### src/rtl/mips_pkg.sv
// mips_pkg: FSM encodings, reset PC and opcode constants shared across the core.
package mips_pkg;
    localparam logic [1:0] BOOT  = 2'd0;
    localparam logic [1:0] FETCH = 2'd1;
    localparam logic [1:0] HOLD  = 2'd2;
    localparam logic [31:0] RESET_PC_DEF = 32'h0000_3000;
    localparam logic [5:0] OP_RTYPE = 6'b000000;
    localparam logic [5:0] OP_REGIMM = 6'b000001;
    localparam logic [5:0] OP_BEQ = 6'b000100;
    localparam logic [5:0] OP_J = 6'b000010;
    localparam logic [5:0] OP_JAL = 6'b000011;
    function automatic logic [31:0] word_align(input logic [31:0] a);
        return {a[31:2], 2'b00};
    endfunction
endpackage

### src/rtl/pc_fetch_unit_if.sv
// pc_fetch_unit_if: instruction-memory req/ack bus between fetch unit and memory.
interface pc_fetch_unit_if;
    logic        im_req;
    logic [31:0] im_addr;
    logic        im_ack;
    logic [31:0] im_rdata;
    modport master(output im_req, im_addr, input im_ack, im_rdata);
    modport slave(input im_req, im_addr, output im_ack, im_rdata);
endinterface

### src/rtl/pc_fetch_unit_fsm.sv
// ifu_fsm: BOOT/FETCH/HOLD sequencing, request and instr_valid generation.
module ifu_fsm
    import mips_pkg::*;
(
    input  logic clk,
    input  logic rst_n,
    input  logic pc_change,
    input  logic stall,
    input  logic im_ack,
    output logic im_req,
    output logic instr_valid,
    output logic capture,
    output logic complete,
    output logic load,
    output logic proto_err
);
    logic [1:0] state, state_nx;
    logic done;
    always_comb begin
        im_req    = state == FETCH && !done;
        capture   = im_req && im_ack;
        // a word captured under stall completes once stall drops
        complete  = state == FETCH && !stall && (capture || done);
        load      = state == HOLD && pc_change && !stall;
        proto_err = (state == FETCH && pc_change) || (im_ack && !im_req);
        state_nx  = state == BOOT ? FETCH :
                    complete ? HOLD :
                    load ? FETCH :
                    (state == FETCH || state == HOLD) ? state : BOOT;
    end
    always_ff @(posedge clk or negedge rst_n) begin
        if (!rst_n) begin
            state       <= BOOT;
            done        <= 1'b0;
            instr_valid <= 1'b0;
        end else begin
            state       <= state_nx;
            done        <= state == FETCH && !complete && (done || capture);
            instr_valid <= complete ? 1'b1 : load ? 1'b0 : instr_valid;
        end
    end
endmodule

### src/rtl/pc_fetch_unit.sv
// pc_fetch_unit: architectural PC, instruction latch and fetch counter around ifu_fsm.
module pc_fetch_unit
    import mips_pkg::*;
#(
    parameter logic [31:0] RESET_PC = RESET_PC_DEF,
    parameter int CNT_W = 32
) (
    input  logic              clk,
    input  logic              rst_n,
    input  logic              pc_change,
    input  logic [31:0]       npc,
    input  logic              stall,
    pc_fetch_unit_if.master   im,
    output logic [31:0]       pc,
    output logic [31:0]       instr,
    output logic [5:0]        opcode,
    output logic              instr_valid,
    output logic [CNT_W-1:0]  fetch_cnt,
    output logic              err
);
    logic capture, complete, load, proto_err;
    ifu_fsm u_fsm (
        .clk        (clk),
        .rst_n      (rst_n),
        .pc_change  (pc_change),
        .stall      (stall),
        .im_ack     (im.im_ack),
        .im_req     (im.im_req),
        .instr_valid(instr_valid),
        .capture    (capture),
        .complete   (complete),
        .load       (load),
        .proto_err  (proto_err)
    );
    assign im.im_addr = pc;
    assign opcode = instr[31:26];
    always_ff @(posedge clk or negedge rst_n) begin
        if (!rst_n) begin
            pc        <= RESET_PC;
            instr     <= '0;
            fetch_cnt <= '0;
            err       <= 1'b0;
        end else begin
            if (load) pc <= word_align(npc);
            if (capture) instr <= im.im_rdata;
            if (complete) fetch_cnt <= fetch_cnt + 1'b1;
            err <= err | proto_err | (load && |npc[1:0]);
        end
    end
endmodule

### src/flat_wrapper.sv
// flat-port wrapper written by rule: the top's interface ports become plain ports
module pc_fetch_unit_flat import mips_pkg::*;
#(
    parameter logic [31:0] RESET_PC = RESET_PC_DEF,
    parameter int CNT_W = 32
)
  (clk, rst_n, pc_change, npc, stall, pc, instr, opcode, instr_valid, fetch_cnt, err, im_im_req, im_im_addr, im_im_ack, im_im_rdata);
  pc_fetch_unit_if im_i ();
  input  logic clk;
  input  logic rst_n;
  input  logic pc_change;
  input  logic [31:0] npc;
  input  logic stall;
  output logic [31:0] pc;
  output logic [31:0] instr;
  output logic [5:0] opcode;
  output logic instr_valid;
  output logic [CNT_W-1:0] fetch_cnt;
  output logic err;
  output wire logic [$bits(im_i.im_req)-1:0] im_im_req;
  output wire logic [$bits(im_i.im_addr)-1:0] im_im_addr;
  input wire logic [$bits(im_i.im_ack)-1:0] im_im_ack;
  input wire logic [$bits(im_i.im_rdata)-1:0] im_im_rdata;
  assign im_im_req = im_i.im_req;
  assign im_im_addr = im_i.im_addr;
  assign im_i.im_ack = im_im_ack;
  assign im_i.im_rdata = im_im_rdata;
  pc_fetch_unit #(.RESET_PC(RESET_PC), .CNT_W(CNT_W)) u_core (.clk(clk), .rst_n(rst_n), .pc_change(pc_change), .npc(npc), .stall(stall), .im(im_i), .pc(pc), .instr(instr), .opcode(opcode), .instr_valid(instr_valid), .fetch_cnt(fetch_cnt), .err(err));
endmodule
### config.mk
export PLATFORM = sky130hd
export DESIGN_NAME = pc_fetch_unit_flat
export DESIGN_NICKNAME = d
export VERILOG_FILES = /design/src/rtl/mips_pkg.sv /design/src/rtl/pc_fetch_unit_if.sv /design/src/rtl/pc_fetch_unit_fsm.sv /design/src/rtl/pc_fetch_unit.sv /design/src/flat_wrapper.sv
export SDC_FILE = /design/constraint.sdc
export NUM_CORES = 1
export LEC_CHECK = 0
export CAP_MARGIN = 5
export CORE_MARGIN = 2
export CORE_UTILIZATION = 25
export DETAILED_ROUTE_END_ITERATION = 8
export PLACE_DENSITY = 0.52
export SYNTH_ARGS = -nofsm -noshare
export SYNTH_HDL_FRONTEND = slang
export SYNTH_SLANG_ARGS = --single-unit
### constraint.sdc
create_clock -name clk -period 2.6 [get_ports clk]
set_input_delay 0.78 -clock clk [delete_from_list [all_inputs] [get_ports clk]]
set_output_delay 0.78 -clock clk [all_outputs]
set_load 0.03 [all_outputs]
==> flow_summary.yaml <==
status:
  status: "complete, no violations"
grt:
  grt_pass1_vias: 3054
  grt_antenna_before_repair: 0
  grt_max_degree: 100
  track_usage_pct: 11.7
  gr-total-overflow: 0
  grt_pass1_wl_um: 16500
cells_and_area:
  area_delta_synth_final_pct: 56.3
  final_common_cell: "clkdlybuf4s50_1"
  diodes: 0
  fin_nets: 571
  drive_gt1_share_pct: 19.5
  final_cell_mix: "199 x clkdlybuf4s50_1, 97 x dfrtp_1, 63 x mux2_2"
yosys:
  yosysTopAreaCellShare_pct: 56.4
  ys_warn_count: 0
  syn_area_per_cell_um2: 13.3
  netlist_area_um2: 4300
  synth_area_leaders: "dfrtp_1 56%, mux2_2 16%, buf_4 7.0%"
  synth_seq_cells: 99
  synth_top_area_cell: "dfrtp_1"
  yosysUniqueCellTypes: 33
  seq_area_frac_synth_pct: 57.6
  synthCells: 323
sta:
  drv_slew: 0
  setup_viol: 0
  slew_headroom_pct: 61.1
  clock_skew_ns: 0.00674
  hold_violations: 0
  fin_crit_sh_pct: 95.5
  tightestPinTransition_ns: 0.584
  whs_ns: 0.453
  rsz0062_at_grt: "no"
  fin_crit_ns: 2.48
  tns_ns: 0
  max_freq_mhz: 403
clock_tree:
  clockBufferDepth: 2
  htreeDepth: 3
  cts_sinks: 99
  clock_latency_ns: 0.34
  numCtsBuffers: 9
  ctsHoldBuffers: 0
  clk_pin_slew_ns: 0.07
  cts_tree: "done"
  cts_setup_buffers: 0
  root_buffer: "clkbuf_16"
worst_setup_path:
  worstSetupPathType: "register to output port"
  critical_path.max_stage_delay_ns: 0.42
  worstPathArrival_ns: 1.70
  cp_cell_sequence: "inv_1, ha_1, nor2b_1, clkdlybuf4s15_1"
  rrSetupSlack_ns: 0.74
  slowest_stage: "clkdlybuf4s15_1"
  end_kind: "output port"
  crit-reg2reg-launch: "u_core.u_fsm.state[1]"
  cp_num_buf_inv: 2
  worstReg2RegEnd: "u_core.fetch_cnt[28]"
  worstPathMaxFanout: 3
  crit_family: "buffers and inverters"
  critPathLaunchType: "register"
  path_depth: 4
  worstPathRequired_ns: 1.82
  endpoint: "im_im_req"
  crit_start: "u_core.u_fsm.state[1]"
  rr_worst_depth: 8
floorplanning:
  row_count: 47
  io_pins: 206
  core_area_um2: 16700
  die-area_um2: 18300
  initial_core_util_pct: 25.8
  fp.dieW_um: 135
  fp.dieH_um: 135
pwr:
  leakagePower_nw: 2.88
  peakVddDrop_mv: 0.615
  powerDensity_nw_per_um2: 1240
worst_hold_path:
  hold_class: "input port to asynchronous set/reset pin"
route:
  ant_nets: 0
  drt_pass1_iterations: 4
  via_per_inst: 4.11
  drcViolationCount: 0
  via_count: 2972
  wl_um: 10600
  routedWlPerCell_um: 14.7
  drtIter0Drc: 63
place:
  routabilityCongestion: 0.709
  dp_hpwl_um: 7860
  portBuffers: 201
flow_run:
  cap_violations: 0
metal layers:
layer | GRT usage, % | part of all wire [%] | vias to the layer above
met5 | 0 | 0 | -
met3 | 4.64 | 8.4 | 8
met1 | 13.2 | 40 | 1451
met4 | 3.59 | 1.5 | 0
li1 | - | - | 1393
met2 | 20.2 | 50 | 120
state kept, by name (all words and copies together) (netlist names):
| signal | count |
|---|---|
| u_core.u_fsm.done | 1 |
| u_core.instr | 32 |
| u_core.err | 1 |
| u_core.fetch_cnt | 32 |
| u_core.u_fsm.instr_valid | 1 |
| u_core.im.im_addr | 30 |
| u_core.u_fsm.state | 2 |
synth_stat cells, drive strengths merged:
library cell and instances:
and3 4, o21ai 2, ha 4, nand3 13, mux2 63, inv 10, xor2 10, nor2b 1
conb 1, xnor2 21, nor4 3, dfstp 2, o32a 1, dfrtp 97, o221ai 1, a21oi 2
a21o 1, nand4 6, nor3 6, nor2 8, nand2 19, buf 47, o32ai 1
cells by family after synthesis:
| group | count (synthesis) | synth area share, % |
|---|---|---|
| adders and majority gates | 4 | 1.16 |
| AOI/OAI and AO/OA | 8 | 1.37 |
| and+or+nand+nor | 60 | 8.05 |
| DFF | 99 | 57.6 |
| xor gates and xnor gates | 31 | 6.48 |
| other | 1 | 0.0872 |
| buffers and inverters | 57 | 8.72 |
| muxes | 63 | 16.5 |
stage by stage:
step           std cells  area, um^2  power (mW)  setup WS, ns  utilization, %
6_report             723        6730        8.35         0.118            40.3
3_5_place_dp         707        6350        6.79        0.0904            38.0
3_3_place_gp         707        6350        6.74         0.127            38.0
4_1_cts              723        6730        8.48        0.0623            40.3
5_1_grt              723        6730        8.75       0.00148            40.3
2_1_floorplan        326        4310        5.17         0.532               -
cell type report:
type | instances | area (um^2)
Clock inverter | 6 | 136
Timing Repair Buffer | 208 | 2100
Tap cell | 220 | 275
Clock buffer | 10 | 239
Fill cell | 1591 | 9970
Inverter | 10 | 37.5
Sequential cell | 99 | 2480
Multi-Input combinational cell | 170 | 1460
where the power goes:
group	internal [mW]	switching, mW
Combinational	1.92	2.33
Clock	1.07	0.590
Sequential	2.09	0.361
Total	5.07	3.28
timing repair:
action,in CTS,in global routing
pin swaps,0,0
setup endpoints to repair,1,1
hold endpoints to repair,0,0
gates resized for setup,1,1
how the worst min path moves through the flow:
| stage | from | to | slack, ns | cells past startpoint |
|---|---|---|---|---|
| floorplan | rst_n | u_core.err | 0.48 | 0 |
| global placement | u_core.fetch_cnt[31] | u_core.fetch_cnt[31] | 0.47 | 1 |
| detailed placement | u_core.fetch_cnt[31] | u_core.fetch_cnt[31] | 0.46 | 1 |
| CTS | u_core.fetch_cnt[31] | u_core.fetch_cnt[31] | 0.48 | 1 |
| global route | rst_n | u_core.instr[27] | 0.51 | 2 |
| finish | rst_n | u_core.instr[2] | 0.45 | 2 |
Note: power is estimated with default switching activity, not from simulation.
==> patch 1: new RTL, same settings <==
`CNT_W` is set to 32 in 2 places; all go to 16.
--- a/src/rtl/pc_fetch_unit.sv
+++ b/src/rtl/pc_fetch_unit.sv
@@ -3,7 +3,7 @@
     import mips_pkg::*;
 #(
     parameter logic [31:0] RESET_PC = RESET_PC_DEF,
-    parameter int CNT_W = 32
+    parameter int CNT_W = 16
 ) (
     input  logic              clk,
     input  logic              rst_n,
--- a/src/flat_wrapper.sv
+++ b/src/flat_wrapper.sv
@@ -2,7 +2,7 @@
 module pc_fetch_unit_flat import mips_pkg::*;
 #(
     parameter logic [31:0] RESET_PC = RESET_PC_DEF,
-    parameter int CNT_W = 32
+    parameter int CNT_W = 16
 )
   (clk, rst_n, pc_change, npc, stall, pc, instr, opcode, instr_valid, fetch_cnt, err, im_im_req, im_im_addr, im_im_ack, im_im_rdata);
   pc_fetch_unit_if im_i ();
Interface: changed (resized fetch_cnt); port bits go from 206 to 190. No check against the original RTL was run, so the function may have changed too.
==> patch 1 against the unedited design <==
- fmax rose by 2.2%
- area after synthesis fell by 17%
- utilization rose by 1.1 points
- count of clock-buffer cells in the layout rose by 1
- worst hold slack got worse by 0.061 ns
- worst setup slack improved by 0.054 ns
- sequential cell count fell by 16
- combinational power fell by 1%
- routed wire length fell by 21%
- first-iteration DRC count fell by 21%
- total power fell by 5.1%
- design area fell by 15%
==> patch 1: results (changes against the unedited design) <==
** Outcome
- Result of the run :: complete, no violations

** Worst setup path
- Peak fanout along the critical path :: 3 (unchanged)
- Data arrival time of the worst path :: 1.65 ns (-0.05 ns)

** Place
- Post-place setup slack :: 0.2190 ns (+0.1286 ns)
- Sum of net half-perimeters after detailed placement :: 6338 um (-19%)
- The final RePlAce weighted congestion came to 0.7403 (+4.4%).
- Inst Count DP :: 579 (-18%)
- The number of buffers inserted by port buffering came to 185 (-8.0%).

** Pwr
- The standby leakage power came to 2.407 nW (-16%).
- The power spent charging and discharging nets came to 3.142 mW (-4.2%).
- The switching share of power came to 0.3964 (+0.003853).
- IR Drop Worst-Case VDD :: 0.6017 mV (-2.2%)
- The combinational power share came to 0.530 (+0.022).
- The part of the total power dissipated in the clock network is 0.192 (-0.006).

** Detailed routing
- Average wire per standard cell :: 14.20 um (-3.4%)
- The violation count after the first detailed-routing iteration was 50 (-21%).
- The ratio of routed vias to standard cells was 4.114 (about the same).
- Routed Wire Length :: 8450 um (-21%)

** Cells and area
- The filler cell count in the final layout was 1290 (-19%).
- Layout Nets :: 483 (-15%)
- The number of inserted diodes is 0 (unchanged).
- The share of layout cells above drive strength 1 was 0.2169 (+0.02204).
- Ranked by flip-flop count, first place goes to u_core.instr.
- Number of flip-flops under the largest register name :: 32

** CTS
- The number of buffers inserted during clock tree synthesis came to 9 (unchanged).
- The number of buffers inserted to repair setup after CTS came to 0 (unchanged).
- The clock insertion delay at the later pin of the skew report is 0.34 ns (about the same).
- Clock transition time at the flip-flop clock pins of the worst setup and hold paths :: 0.06 ns
- The number of H-tree levels came to 3 (unchanged).
- The maximum buffer depth of the clock tree came to 2 (unchanged).

** STA
- The worst-case clock skew is 0.002463 ns (-0.004278 ns).

** Logic synthesis
- The proportion of synthesized chip area in sequential cells was 0.5836 (+0.007237).
- After synthesis, the most frequently instantiated cells are 81 x sky130_fd_sc_hd__dfrtp_1, 63 x sky130_fd_sc_hd__mux2_2, 40 x sky130_fd_sc_hd__buf_4, 12 x sky130_fd_sc_hd__xnor2_1, 8 x sky130_fd_sc_hd__nand2_1.
- The count of distinct cell types in the synthesized netlist came to 29 (-12%).
- The number of synthesis warnings came to 0 (unchanged).
- Ranked by total cell area, the synthesized netlist is headed by sky130_fd_sc_hd__dfrtp_1 57%, sky130_fd_sc_hd__mux2_2 20%, sky130_fd_sc_hd__buf_4 8.4%, sky130_fd_sc_hd__xnor2_1 2.9%, sky130_fd_sc_hd__dfstp_2 1.5%.
- The instance count of the mapped netlist came to 254 (-21%).
- The fraction of synthesis flops using an asynchronous set or reset pin is 1.000 (unchanged).
- Post-synth top flop :: sky130_fd_sc_hd__dfrtp_1

** Hold path
- Path class of the lowest-slack min-delay path :: input pin to async pin

** GRT
- The overall track demand over capacity in global routing is 0.1114 (-0.005148).
- Initial antenna violation count :: 0 (unchanged)
- Number of global-route vias before repair :: 2423 (-21%)
- The first-pass GRT wire length was 12630 um (-23%).
- The maximum number of pins on one net before global-route repair is 38 (-62%).
-- patch 1: cell types whose count changed after synthesis, sizes merged, moves of 2 or more --
cell | before | now
nand2 | 19 | 8
and4 | 0 | 2
nor3 | 6 | 2
nand3 | 13 | 6
nor2 | 8 | 3
dfrtp | 97 | 81
xnor2 | 21 | 12
inv | 10 | 5
and3 | 4 | 0
xor2 | 10 | 3
nand4 | 6 | 4
-- patch 1: worst paths after layout --
kind                                       startpoint                    to  slack (ns)  cells past startpoint
max in group asynchronous                       rst_n   u_core.fetch_cnt[9]        1.65                      2
worst max-delay path            u_core.u_fsm.state[1]             im_im_req        0.17                      4
worst max register to register  u_core.u_fsm.state[1]  u_core.fetch_cnt[10]        0.88                      6
worst min register to register   u_core.fetch_cnt[15]  u_core.fetch_cnt[15]        0.48                      1
worst min-delay path                            rst_n      u_core.instr[28]        0.39                      1
min in group clk                 u_core.fetch_cnt[15]  u_core.fetch_cnt[15]        0.48                      1
-- patch 1: cell families after synthesis --
kind of cell / after synthesis / synth area share
buffers and inverters: 52 / 0.09937
AO/OA/AOI/OAI: 8 / 0.01650
XOR/XNOR: 15 / 0.03687
multiplexers: 63 / 0.1991
other: 1 / 0.001052
flip-flops: 83 / 0.5836
adder cells (fa/ha/maj): 4 / 0.01405
AND/OR/NAND/NOR: 28 / 0.04951
-- patch 1: layout make-up --
type	count	share of cell area
Tap cell	180	0.03925
Clock inverter	5	0.02181
Timing Repair Buffer	189	0.3338
Inverter	5	0.003271
Sequential cell	83	0.3624
Multi-Input combinational cell	122	0.1989
Clock buffer	11	0.04056
-- patch 1: layer usage --
layer / part of all wire / track usage / up-vias / wire, um
met2: 0.49 / 0.1786 / 103 / 4124
met3: 0.080 / 0.04382 / 11 / 674
met4: 0.021 / 0.05540 / 0 / 176
met5: 0 / 0 / - / 0
li1: - / - / 1138 / -
met1: 0.41 / 0.1293 / 1196 / 3475
-- patch 1: worst max-delay path, cell delays in order, from the launching register on --
cell and delay [ns]:
sky130_fd_sc_hd__dfrtp_1 0.40, sky130_fd_sc_hd__inv_1 0.08, sky130_fd_sc_hd__ha_1 0.20, sky130_fd_sc_hd__and2b_1 0.18
sky130_fd_sc_hd__dlygate4sd2_1 0.44
-- patch 1: through the flow --
| stage | cell area (um^2) | util |
|---|---|---|
| 2_1_floorplan | 3575 | - |
| 3_3_place_gp | 5381 | 0.3877 |
| 3_5_place_dp | 5381 | 0.3877 |
| 4_1_cts | 5738 | 0.4134 |
| 5_1_grt | 5738 | 0.4134 |
| 6_report | 5738 | 0.4134 |
-- patch 1: repair_timing --
item | in CTS | in global routing
endpoints found under the setup margin | 1 | 0
endpoints found under the hold margin | 0 | 0
gates resized for setup | 1 | 0
==> patch 2: new RTL, same settings <==
Made on the original files. Make the reset (`rst_n`) synchronous in 2 clocked blocks.
--- a/src/rtl/pc_fetch_unit_fsm.sv
+++ b/src/rtl/pc_fetch_unit_fsm.sv
@@ -28,7 +28,7 @@
                     load ? FETCH :
                     (state == FETCH || state == HOLD) ? state : BOOT;
     end
-    always_ff @(posedge clk or negedge rst_n) begin
+    always_ff @(posedge clk) begin
         if (!rst_n) begin
             state       <= BOOT;
             done        <= 1'b0;
--- a/src/rtl/pc_fetch_unit.sv
+++ b/src/rtl/pc_fetch_unit.sv
@@ -34,7 +34,7 @@
     );
     assign im.im_addr = pc;
     assign opcode = instr[31:26];
-    always_ff @(posedge clk or negedge rst_n) begin
+    always_ff @(posedge clk) begin
         if (!rst_n) begin
             pc        <= RESET_PC;
             instr     <= '0;
Behaviour: differs if rst_n is asserted again (counterexample within 4 cycles, from zero or initial values and one cycle with rst_n low); with rst_n held inactive, the same outputs for 10 cycles.
==> patch 2 against the unedited design <==
- clock skew up 0.0047 ns
- design area down 2.7%
- final cell count grew 25%
- non-clock buffer count up 7
- routed wire length up 19%
- global-route usage rose by 2.5 points
- sequential cell count did not move
- worst setup slack better by 0.057 ns
- via count is 33% higher
- area after synthesis down 2.2%
- largest cell class is now buffers
Power is not compared: it rests on default switching activity, and its combinational part moved more than twofold at a synthesized area within 25%.
==> patch 2: results (changes against the unedited design) <==
** Outcome
- The run finished with clean final reports.

** Place
- Inst Count DP :: 886 (+25%)
- Post-Place Cell Area :: 0.006218 mm^2 (-2.1%)
- Sum of net half-perimeters after detailed placement :: 9182 um (+17%)
- Post-place setup slack :: 0.02642 ns (-0.06397 ns)
- Routability Congestion :: 0.8130 (+15%)

** Detailed routing
- The amount of wire on met3 after detailed routing is 1080 um (+21%).
- The detailed-routing iteration count for the pre-antenna-repair pass came to 6 (+2).
- Average wire per standard cell :: 13.98 um (-4.9%)
- The violation count after the first detailed-routing iteration is 189 (+200%).
- The routed wire length on met2 was 5870 um (+10%).
- Detailed-route via count :: 3959 (+33%)
- Post-Route M1 WL :: 5422 um (+27%)

** Logic synthesis
- Share of cell area taken by muxes after synthesis :: 0 (-0.1649)
- The area share of the largest cell type after synthesis was 0.4707 (-0.09339).
- The compound-gate portion of the synthesized area came to 0.1168 (+0.1031).
- Among all flip-flop cells after synthesis, the most frequent one is sky130_fd_sc_hd__dfxtp_1.
- The instance count of the mapped netlist was 515 (+59%).
- The commonest cells after synthesis are 144 x sky130_fd_sc_hd__nand2_1, 99 x sky130_fd_sc_hd__dfxtp_1, 71 x sky130_fd_sc_hd__a21oi_1, 41 x sky130_fd_sc_hd__buf_4, 25 x sky130_fd_sc_hd__nor2_1.
- The post-synthesis share of cell area spent on xor and xnor gates was 0.03952 (-0.02532).
- The synthesized-area fraction occupied by adder cells was 0.01189 (+0.0002558).

** STA
- The worst-case clock skew came to 0.01147 ns (+0.004733 ns).
- Final period demand of the worst path :: 2.425 ns (-0.05665 ns)
- The worst hold margin was 0.4564 ns (+0.003126 ns).

** Worst setup path
- RR Endpoint :: u_core.fetch_cnt[21]
- Data arrival time of the worst path :: 1.65 ns (-0.05 ns)
- The critical path starts at u_core.u_fsm.state[1].
- For this design, the slowest cell found on the critical path is sky130_fd_sc_hd__dlygate4sd2_1.
- The slack of the worst reg-to-reg path is 0.62 ns (-0.12 ns).
- The worst reg2reg path depth is 6 (-2).
- CP peak stage delay :: 0.44 ns (+0.02 ns)

** Cells and area
- The core occupancy in the finished layout is 0.3960 (-0.006755).
- The non-clock inverter instance count of the final layout is 6 (-4).
- The total number of nets in the final design is 750 (+31%).
- Seq/total area :: 0.3029 (-0.06581)
- The final non-filler cell total came to 902 (+25%).
- The multi-input gate area in the final layout came to 0.001797 mm^2 (+23%).
- The share of layout cells above drive strength 1 was 0.06305 (-0.1318).
- Count of fill cells added during filler insertion :: 1692 (+6.3%)
- The non-clock buffer area fraction after layout was 0.3272 (+0.01502).
- #MultiIn Comb :: 346 (+100%)
- The fraction of area in clock buffers and inverters came to 0.04990 (-0.005899).

** GRT
- Number of global-route vias before repair :: 3837 (+26%)
- Met3 Usage GRT :: 0.05329 (+0.006898)
- The maximum number of pins on one net before global-route repair was 42 (-58%).
- The first-pass GRT wire length was 20150 um (+22%).
- Met2 demand-to-capacity share in global routing :: 0.2271 (+0.02487)
- Met1 Use GR :: 0.1724 (+0.04041)
- The overall track demand over capacity in global routing came to 0.1418 (+0.02524).

** Hold path
- Path class of the lowest-slack min-delay path :: register to register
==> patch 2: cell count changes in the layout (fill, tap and decap cells not counted), moves of 4 or more <==
cell | before | now
sky130_fd_sc_hd__buf_4 | 5 | 12
sky130_fd_sc_hd__a21oi_1 | 2 | 71
sky130_fd_sc_hd__mux2_2 | 63 | 0
sky130_fd_sc_hd__dfrtp_1 | 97 | 0
sky130_fd_sc_hd__dfxtp_1 | 0 | 99
sky130_fd_sc_hd__and2_1 | 0 | 4
sky130_fd_sc_hd__xnor2_1 | 20 | 5
sky130_fd_sc_hd__o21ai_0 | 1 | 10
sky130_fd_sc_hd__nor2_1 | 8 | 24
sky130_fd_sc_hd__inv_1 | 10 | 5
sky130_fd_sc_hd__nand4_1 | 4 | 9
sky130_fd_sc_hd__xor2_1 | 10 | 14
sky130_fd_sc_hd__or3_1 | 0 | 8
sky130_fd_sc_hd__nand2_1 | 19 | 144
